**config.mk**
```make
export PLATFORM = sky130hd
export DESIGN_NAME = mul_seq_ctrl
export DESIGN_NICKNAME = d
export VERILOG_FILES = /design/src/rtl/mul_seq_ctrl.sv
export SDC_FILE = /design/constraint.sdc
export NUM_CORES = 1
export LEC_CHECK = 0
export CAP_MARGIN = 20
export CORE_MARGIN = 5
export CORE_UTILIZATION = 35
export CTS_CLUSTER_DIAMETER = 200
export DETAILED_ROUTE_END_ITERATION = 12
export PLACE_DENSITY = 0.59
export SYNTH_ARGS = -nofsm -noshare
export SYNTH_HDL_FRONTEND = slang
export SYNTH_SLANG_ARGS = --single-unit
```
**constraint.sdc**
```tcl
create_clock -name clk -period 2.8 [get_ports clk]
set_input_delay 0.84 -clock clk [delete_from_list [all_inputs] [get_ports clk]]
set_output_delay 0.84 -clock clk [all_outputs]
set_load 0.02 [all_outputs]
```
**src/rtl/mul_seq_ctrl.sv**
```systemverilog
// mul_seq_ctrl: runs cache fetch, register load, register read and multiplier wait for one command.
// Build option: define SEQ_TIMEOUT_EN to add a per-wait-state watchdog and the ERR state.
//
// state | meaning
// IDLE  | ready for a command
// F_REQ | cache_req high, waiting for synced cache_ack = 1
// F_REL | cache_req low, fetch controls held, waiting for synced cache_ack = 0
// L_REQ | reg_req high with write enables, waiting for synced reg_ack = 1
// L_REL | reg_req low, write controls held, waiting for synced reg_ack = 0
// R_REQ | reg_req high with read enables, waiting for synced reg_ack = 1
// R_REL | reg_req low, read controls held, waiting for synced reg_ack = 0
// MUL   | multiplier latency, exactly MUL_LAT cycles
// DONE  | one-cycle done pulse
// ERR   | watchdog expired, one-cycle err pulse (SEQ_TIMEOUT_EN only)
module mul_seq_ctrl #(
  parameter int address_size   = 12,
  parameter int SYNC_STAGES    = 2,
  parameter int MUL_LAT        = 4,
  parameter int TIMEOUT_CYCLES = 255
) (
  input  logic                    clk,
  input  logic                    rst_n,
  input  logic                    cmd_valid,
  output logic                    cmd_ready,
  input  logic [address_size-1:0] cmd_ra_1,
  input  logic [address_size-1:0] cmd_ra_2,
  input  logic [3:0]              cmd_wa_1,
  input  logic [3:0]              cmd_wa_2,
  output logic                    cache_req,
  input  logic                    cache_ack,
  output logic                    cache_re_1,
  output logic                    cache_re_2,
  output logic [address_size-1:0] cache_ra_1,
  output logic [address_size-1:0] cache_ra_2,
  output logic                    reg_req,
  input  logic                    reg_ack,
  output logic                    reg_we_1,
  output logic                    reg_we_2,
  output logic                    reg_re_1,
  output logic                    reg_re_2,
  output logic [3:0]              reg_wa_1,
  output logic [3:0]              reg_wa_2,
  output logic [3:0]              reg_ra_1,
  output logic [3:0]              reg_ra_2,
  output logic                    busy,
  output logic                    done,
  output logic                    err
);
  localparam int MUL_W = (MUL_LAT > 1) ? $clog2(MUL_LAT) : 1;

  typedef enum logic [3:0] {
    S_IDLE, S_F_REQ, S_F_REL, S_L_REQ, S_L_REL, S_R_REQ, S_R_REL, S_MUL, S_DONE
`ifdef SEQ_TIMEOUT_EN
    , S_ERR
`endif
  } state_t;

  typedef struct packed {
    logic                    cmd_ready;
    logic                    busy;
    logic                    done;
    logic                    err;
    logic                    cache_req;
    logic                    cache_re_1;
    logic                    cache_re_2;
    logic [address_size-1:0] cache_ra_1;
    logic [address_size-1:0] cache_ra_2;
    logic                    reg_req;
    logic                    reg_we_1;
    logic                    reg_we_2;
    logic                    reg_re_1;
    logic                    reg_re_2;
    logic [3:0]              reg_wa_1;
    logic [3:0]              reg_wa_2;
    logic [3:0]              reg_ra_1;
    logic [3:0]              reg_ra_2;
  } out_t;

  state_t                  r_state, w_state_nxt;
  logic                    w_accept;
  logic [SYNC_STAGES-1:0]  r_cache_sync, r_reg_sync;
  logic                    w_cache_ack_s, w_reg_ack_s;
  logic [MUL_W-1:0]        r_mul_cnt;
  logic [address_size-1:0] r_ra_1, r_ra_2, w_ra_1, w_ra_2;
  logic [3:0]              r_wa_1, r_wa_2;
  out_t                    r_out, w_out;

  always_ff @(posedge clk or negedge rst_n) begin
    if (!rst_n) begin
      r_cache_sync <= '0;
      r_reg_sync   <= '0;
    end else begin
      r_cache_sync <= {r_cache_sync[SYNC_STAGES-2:0], cache_ack};
      r_reg_sync   <= {r_reg_sync[SYNC_STAGES-2:0], reg_ack};
    end
  end

  assign w_cache_ack_s = r_cache_sync[SYNC_STAGES-1];
  assign w_reg_ack_s   = r_reg_sync[SYNC_STAGES-1];

`ifdef SEQ_TIMEOUT_EN
  localparam int WAIT_W = $clog2(TIMEOUT_CYCLES + 1);
  logic [WAIT_W-1:0] r_wait_cnt;
  logic              w_wait_st, w_timeout;

  assign w_wait_st = r_state inside {S_F_REQ, S_F_REL, S_L_REQ, S_L_REL, S_R_REQ, S_R_REL};
  // Count is the number of cycles already spent in this state; the edge that would make it
  // TIMEOUT_CYCLES moves to ERR instead.
  assign w_timeout = w_wait_st && (r_wait_cnt == WAIT_W'(TIMEOUT_CYCLES - 1));

  always_ff @(posedge clk or negedge rst_n) begin
    if (!rst_n)                      r_wait_cnt <= '0;
    else if (w_state_nxt != r_state) r_wait_cnt <= '0;
    else if (w_wait_st)              r_wait_cnt <= r_wait_cnt + WAIT_W'(1);
  end
`else
  logic w_unused_tmo;
  assign w_unused_tmo = (TIMEOUT_CYCLES != 0);
`endif

  always_comb begin
    w_state_nxt = r_state;
    w_accept    = 1'b0;
    case (r_state)
      S_IDLE:  if (cmd_valid) begin
                 w_accept    = 1'b1;
                 w_state_nxt = S_F_REQ;
               end
      S_F_REQ: if (w_cache_ack_s)  w_state_nxt = S_F_REL;
      S_F_REL: if (!w_cache_ack_s) w_state_nxt = S_L_REQ;
      S_L_REQ: if (w_reg_ack_s)    w_state_nxt = S_L_REL;
      S_L_REL: if (!w_reg_ack_s)   w_state_nxt = S_R_REQ;
      S_R_REQ: if (w_reg_ack_s)    w_state_nxt = S_R_REL;
      S_R_REL: if (!w_reg_ack_s)   w_state_nxt = S_MUL;
      S_MUL:   if (r_mul_cnt == '0) w_state_nxt = S_DONE;
      default: w_state_nxt = S_IDLE;
    endcase
`ifdef SEQ_TIMEOUT_EN
    if (w_timeout && (w_state_nxt == r_state)) w_state_nxt = S_ERR;
`endif
  end

  always_ff @(posedge clk or negedge rst_n) begin
    if (!rst_n) r_state <= S_IDLE;
    else        r_state <= w_state_nxt;
  end

  // Reloaded every cycle outside MUL, so it always enters MUL holding MUL_LAT-1.
  always_ff @(posedge clk or negedge rst_n) begin
    if (!rst_n)                r_mul_cnt <= '0;
    else if (r_state != S_MUL) r_mul_cnt <= MUL_W'(MUL_LAT - 1);
    else if (r_mul_cnt != '0)  r_mul_cnt <= r_mul_cnt - MUL_W'(1);
  end

  always_ff @(posedge clk or negedge rst_n) begin
    if (!rst_n) begin
      r_ra_1 <= '0;
      r_ra_2 <= '0;
      r_wa_1 <= '0;
      r_wa_2 <= '0;
    end else if (w_accept) begin
      r_ra_1 <= cmd_ra_1;
      r_ra_2 <= cmd_ra_2;
      r_wa_1 <= cmd_wa_1;
      r_wa_2 <= cmd_wa_2;
    end
  end

  // Outputs are decoded from the next state so they register in step with the state itself;
  // on the accept edge the addresses come straight from the command bus.
  assign w_ra_1 = w_accept ? cmd_ra_1 : r_ra_1;
  assign w_ra_2 = w_accept ? cmd_ra_2 : r_ra_2;

  always_comb begin
    w_out           = '0;
    w_out.cmd_ready = (w_state_nxt == S_IDLE);
    w_out.busy      = (w_state_nxt != S_IDLE);
    w_out.done      = (w_state_nxt == S_DONE);
`ifdef SEQ_TIMEOUT_EN
    w_out.err       = (w_state_nxt == S_ERR);
`endif
    case (w_state_nxt)
      S_F_REQ, S_F_REL: begin
        w_out.cache_req  = (w_state_nxt == S_F_REQ);
        w_out.cache_re_1 = 1'b1;
        w_out.cache_re_2 = 1'b1;
        w_out.cache_ra_1 = w_ra_1;
        w_out.cache_ra_2 = w_ra_2;
      end
      S_L_REQ, S_L_REL: begin
        w_out.reg_req  = (w_state_nxt == S_L_REQ);
        w_out.reg_we_1 = 1'b1;
        w_out.reg_we_2 = 1'b1;
        w_out.reg_wa_1 = r_wa_1;
        w_out.reg_wa_2 = r_wa_2;
      end
      S_R_REQ, S_R_REL: begin
        w_out.reg_req  = (w_state_nxt == S_R_REQ);
        w_out.reg_re_1 = 1'b1;
        w_out.reg_re_2 = 1'b1;
        w_out.reg_ra_1 = r_wa_1;
        w_out.reg_ra_2 = r_wa_2;
      end
      default: ;
    endcase
  end

  always_ff @(posedge clk or negedge rst_n) begin
    if (!rst_n) begin
      r_out           <= '0;
      r_out.cmd_ready <= 1'b1;
    end else begin
      r_out <= w_out;
    end
  end

  assign cmd_ready  = r_out.cmd_ready;
  assign busy       = r_out.busy;
  assign done       = r_out.done;
  assign err        = r_out.err;
  assign cache_req  = r_out.cache_req;
  assign cache_re_1 = r_out.cache_re_1;
  assign cache_re_2 = r_out.cache_re_2;
  assign cache_ra_1 = r_out.cache_ra_1;
  assign cache_ra_2 = r_out.cache_ra_2;
  assign reg_req    = r_out.reg_req;
  assign reg_we_1   = r_out.reg_we_1;
  assign reg_we_2   = r_out.reg_we_2;
  assign reg_re_1   = r_out.reg_re_1;
  assign reg_re_2   = r_out.reg_re_2;
  assign reg_wa_1   = r_out.reg_wa_1;
  assign reg_wa_2   = r_out.reg_wa_2;
  assign reg_ra_1   = r_out.reg_ra_1;
  assign reg_ra_2   = r_out.reg_ra_2;

endmodule

```
==> impl_metrics.py <==
metrics = {
    "run_status": {
        "status": "complete, no violations",
    },
    "grt": {
        "grt_pass1_wl_um": 13370,
        "track_usage_pct": 13.40,
        "gr-total-overflow": 0,
        "grt_pass1_vias": 2565,
        "antenna_found_initial": 0,
        "grt_max_degree": 69,
    },
    "setup_path": {
        "critPathRequiredTime_ns": 3.05,
        "cp_slowest_stage_delay_ns": 0.46,
        "path_class": "in2reg",
        "setup.worst_path.end_class": "flop",
        "path_cells": "clkdlybuf4s50_1 > or2b_2 > or2_2 > buf_12 > mux2i_1 > a211oi_1",
        "path_max_fanout": 32,
        "r2r_setup_slack_ns": 0.63,
        "cp_slowest_cell": "clkdlybuf4s50_1",
        "worstPathArrival_ns": 2.56,
        "cp-start-kind": "input port",
    },
    "synthesis": {
        "synth_edf_count": 0,
        "synth_nets": 313,
        "synth_compound_area_share_pct": 11.56,
        "ys_ff_latch": 90,
        "synth_area_per_cell_um2": 13.03,
        "synth_flop_cell": "dfrtp_1",
        "synth_top_family_by_area": "compound AO/OA/AOI/OAI gates",
        "synth_cell_types": 42,
        "synth.area.mux_share_pct": 10.13,
        "async_reset_ff_share_pct": 100.0,
        "ys_warn_count": 0,
        "ys_seq_area_share_pct": 62.88,
        "synth_xor_area_share_pct": 0.2444,
        "yosys.area_share.simple_pct": 6.006,
        "synthAdderAreaFrac_pct": 0.3492,
        "synth_cells": 275,
        "synthesis.area_um2": 3583,
    },
    "timing": {
        "period_share_pct": 82.38,
        "relSlewSlack_pct": 42.60,
        "finalHoldViolations": 0,
        "drv_slew": 0,
        "tns_ns": 0,
        "max_freq_ghz": 0.4335,
        "finalSetupViolations": 0,
        "rsz0062_at_grt": "no",
        "fin_skew_ns": 0.01294,
        "worst_pin_slew_ns": 0.8371,
        "final.min_clock_period_ns": 2.307,
    },
    "placed_design": {
        "dp_hpwl_um": 5135,
        "gp_congestion": 0.8119,
        "portBuffers": 87,
    },
    "power_and_ir_drop": {
        "combPwrFrac_pct": 42.6,
        "p_seq_share_pct": 39.2,
        "leakage_nw": 2.292,
        "p_int_mw": 3.015,
        "switching_power_mw": 1.935,
        "switching_share_pct": 39.09,
        "peakVddDrop_mv": 0.4674,
        "clock_power_share_pct": 18.2,
        "p_per_area_nw_per_um2": 1045,
    },
    "die": {
        "die_w_um": 111.2,
        "initial_utilization_pct": 35.34,
        "die_area_um2": 12360,
        "die_y_um": 111.2,
        "pin_count": 89,
        "core_region_area_um2": 10140,
        "fp-row-count": 37,
    },
    "drt": {
        "wl_met3_um": 372,
        "dr.pass1.iters": 4,
        "wire_per_inst_um": 15.73,
        "wl_um": 7832,
        "via_count": 2354,
        "maxUsedRoutingLayer": "met4",
        "first_iter_violations": 80,
        "route.met2.wl_um": 3797,
        "drc": 0,
        "wl_met1_um": 3581,
        "avgViaCountPerCell": 4.727,
        "drt.antenna.violating_nets": 0,
    },
    "finish": {
        "syn_to_final_growth_pct": 32.19,
        "n_antenna_cell": 0,
        "ff_latch_area_um2": 2253,
        "multiInputGateArea_um2": 1026,
        "fill_cells": 911,
        "post-route-util_pct": 46.72,
        "final_nets": 395,
        "drive_gt1_share_pct": 12.71,
    },
    "clock_network": {
        "hold_buffers": 0,
        "cts_buffer_depth": 2,
        "postCtsSetupRepairBufs": 0,
        "cts_made_buffers": 9,
        "cts_tree": "done",
        "cts-root-buf": "clkbuf_8",
        "cts_sinks": 90,
        "clk_pin_slew_worst_paths_ns": 0.09,
        "h-tree-depth": 3,
        "insertion_delay_ns": 0.35,
        "cts_resized": 0,
    },
    "hold_path": {
        "hp-class": "reg2reg",
    },
    "job": {
        "cap_viol_max_count": 0,
    },
}
==> sequential cells by signal, indices dropped and copies added, names as in the netlist, 4 cells and up <==
register    count
r_ra_2         12
r_wa_1          4
reg_wa_2        4
reg_wa_1        4
r_wa_2          4
reg_ra_1        4
r_state         4
r_ra_1         12
cache_ra_1     12
reg_ra_2        4
cache_ra_2     12
==> synthesized netlist by cell type, types with 5 or more instances <==
cell type	instances	share of area (%)
a211oi_1	24	5.0
mux2i_1	25	7.0
o31ai_1	9	1.9
buf_4	6	1.3
buf_2	5	0.70
nand2_1	12	1.3
mux2_2	10	3.1
buf_6	6	1.9
nand4_1	8	1.4
inv_1	28	2.9
a21oi_1	13	1.8
dfrtp_1	89	62
==> through the flow <==
stage	hold WS, ns	power (mW)	instances	setup WS (ns)	instance area [um2]
global placement	0.3381	4.025	482	0.1669	4533
finish	0.3576	4.950	498	0.4934	4737
CTS	0.3597	4.995	498	0.4807	4737
global route	0.3608	5.299	498	0.4176	4737
detailed placement	0.3403	4.084	482	0.1282	4533
floorplan	0.3312	3.339	275	0.6382	3583
==> layout make-up <==
type                            instances  share of cell area [%]
Sequential cell                        90                   47.57
Timing Repair Buffer                   95                   20.66
Clock buffer                           11                   2.985
Multi-Input combinational cell        133                   21.66
Tap cell                              136                   3.592
Inverter                               28                   2.219
Clock inverter                          5                   1.321
==> power groups by stage <==
stage	combinational (mW)	sequential [mW]	clock, mW
floorplan	1.28	2.06	0
global placement	2.06	1.96	0
detailed placement	2.11	1.97	0
CTS	2.12	1.94	0.931
global route	2.30	2.00	0.997
finish	2.11	1.94	0.903
==> worst max-delay path: cells and delay by family <==
family,cells,cell delay [ns]
muxes,1,0.17
and+or+nand+nor,2,0.64
buffers and inverters,2,0.64
AOI/OAI and AO/OA,1,0.22
==> path summary, 6_finish.rpt <==
kind	startpoint	to	cells past startpoint
min in group asynchronous	rst_n	reg_ra_1[1]	1
worst max register to register	r_state[1]	cache_ra_1[8]	5
worst max-delay path	cmd_valid	cache_ra_1[8]	6
worst min register to register	r_reg_sync[0]	r_reg_sync[1]	0
worst min-delay path	r_reg_sync[0]	r_reg_sync[1]	0
max in group asynchronous	rst_n	cache_ra_1[11]	2
==> cells in the final DEF (no fill, tap or decap), types with 5 or more instances in the layout <==
cell type,Yosys,routed
a211oi_1,24,24
a21oi_1,13,13
buf_4,6,5
clkbuf_8,3,10
clkdlybuf4s50_1,0,86
dfrtp_1,89,89
inv_1,28,28
mux2_2,10,10
mux2i_1,25,25
nand2_1,12,12
nand4_1,8,8
o31ai_1,9,9
==> logic make-up (layout without fill, tap and decap cells) <==
group                    after synthesis  count (layout)
adder cells (fa/ha/maj)                1               1
other                                  1               1
flip-flops                            90              90
multiplexers                          35              35
AND/OR/NAND/NOR                       38              38
AO/OA/AOI/OAI                         57              57
XOR/XNOR                               1               1
buffers and inverters                 52             139
==> layer usage <==
metal	GRT usage, %	vias to the layer above
li1	-	1108
met3	3.166	4
met2	20.87	63
met1	18.47	1179
met4	4.380	0
met5	0	-
(Power assumes the default switching activity.)
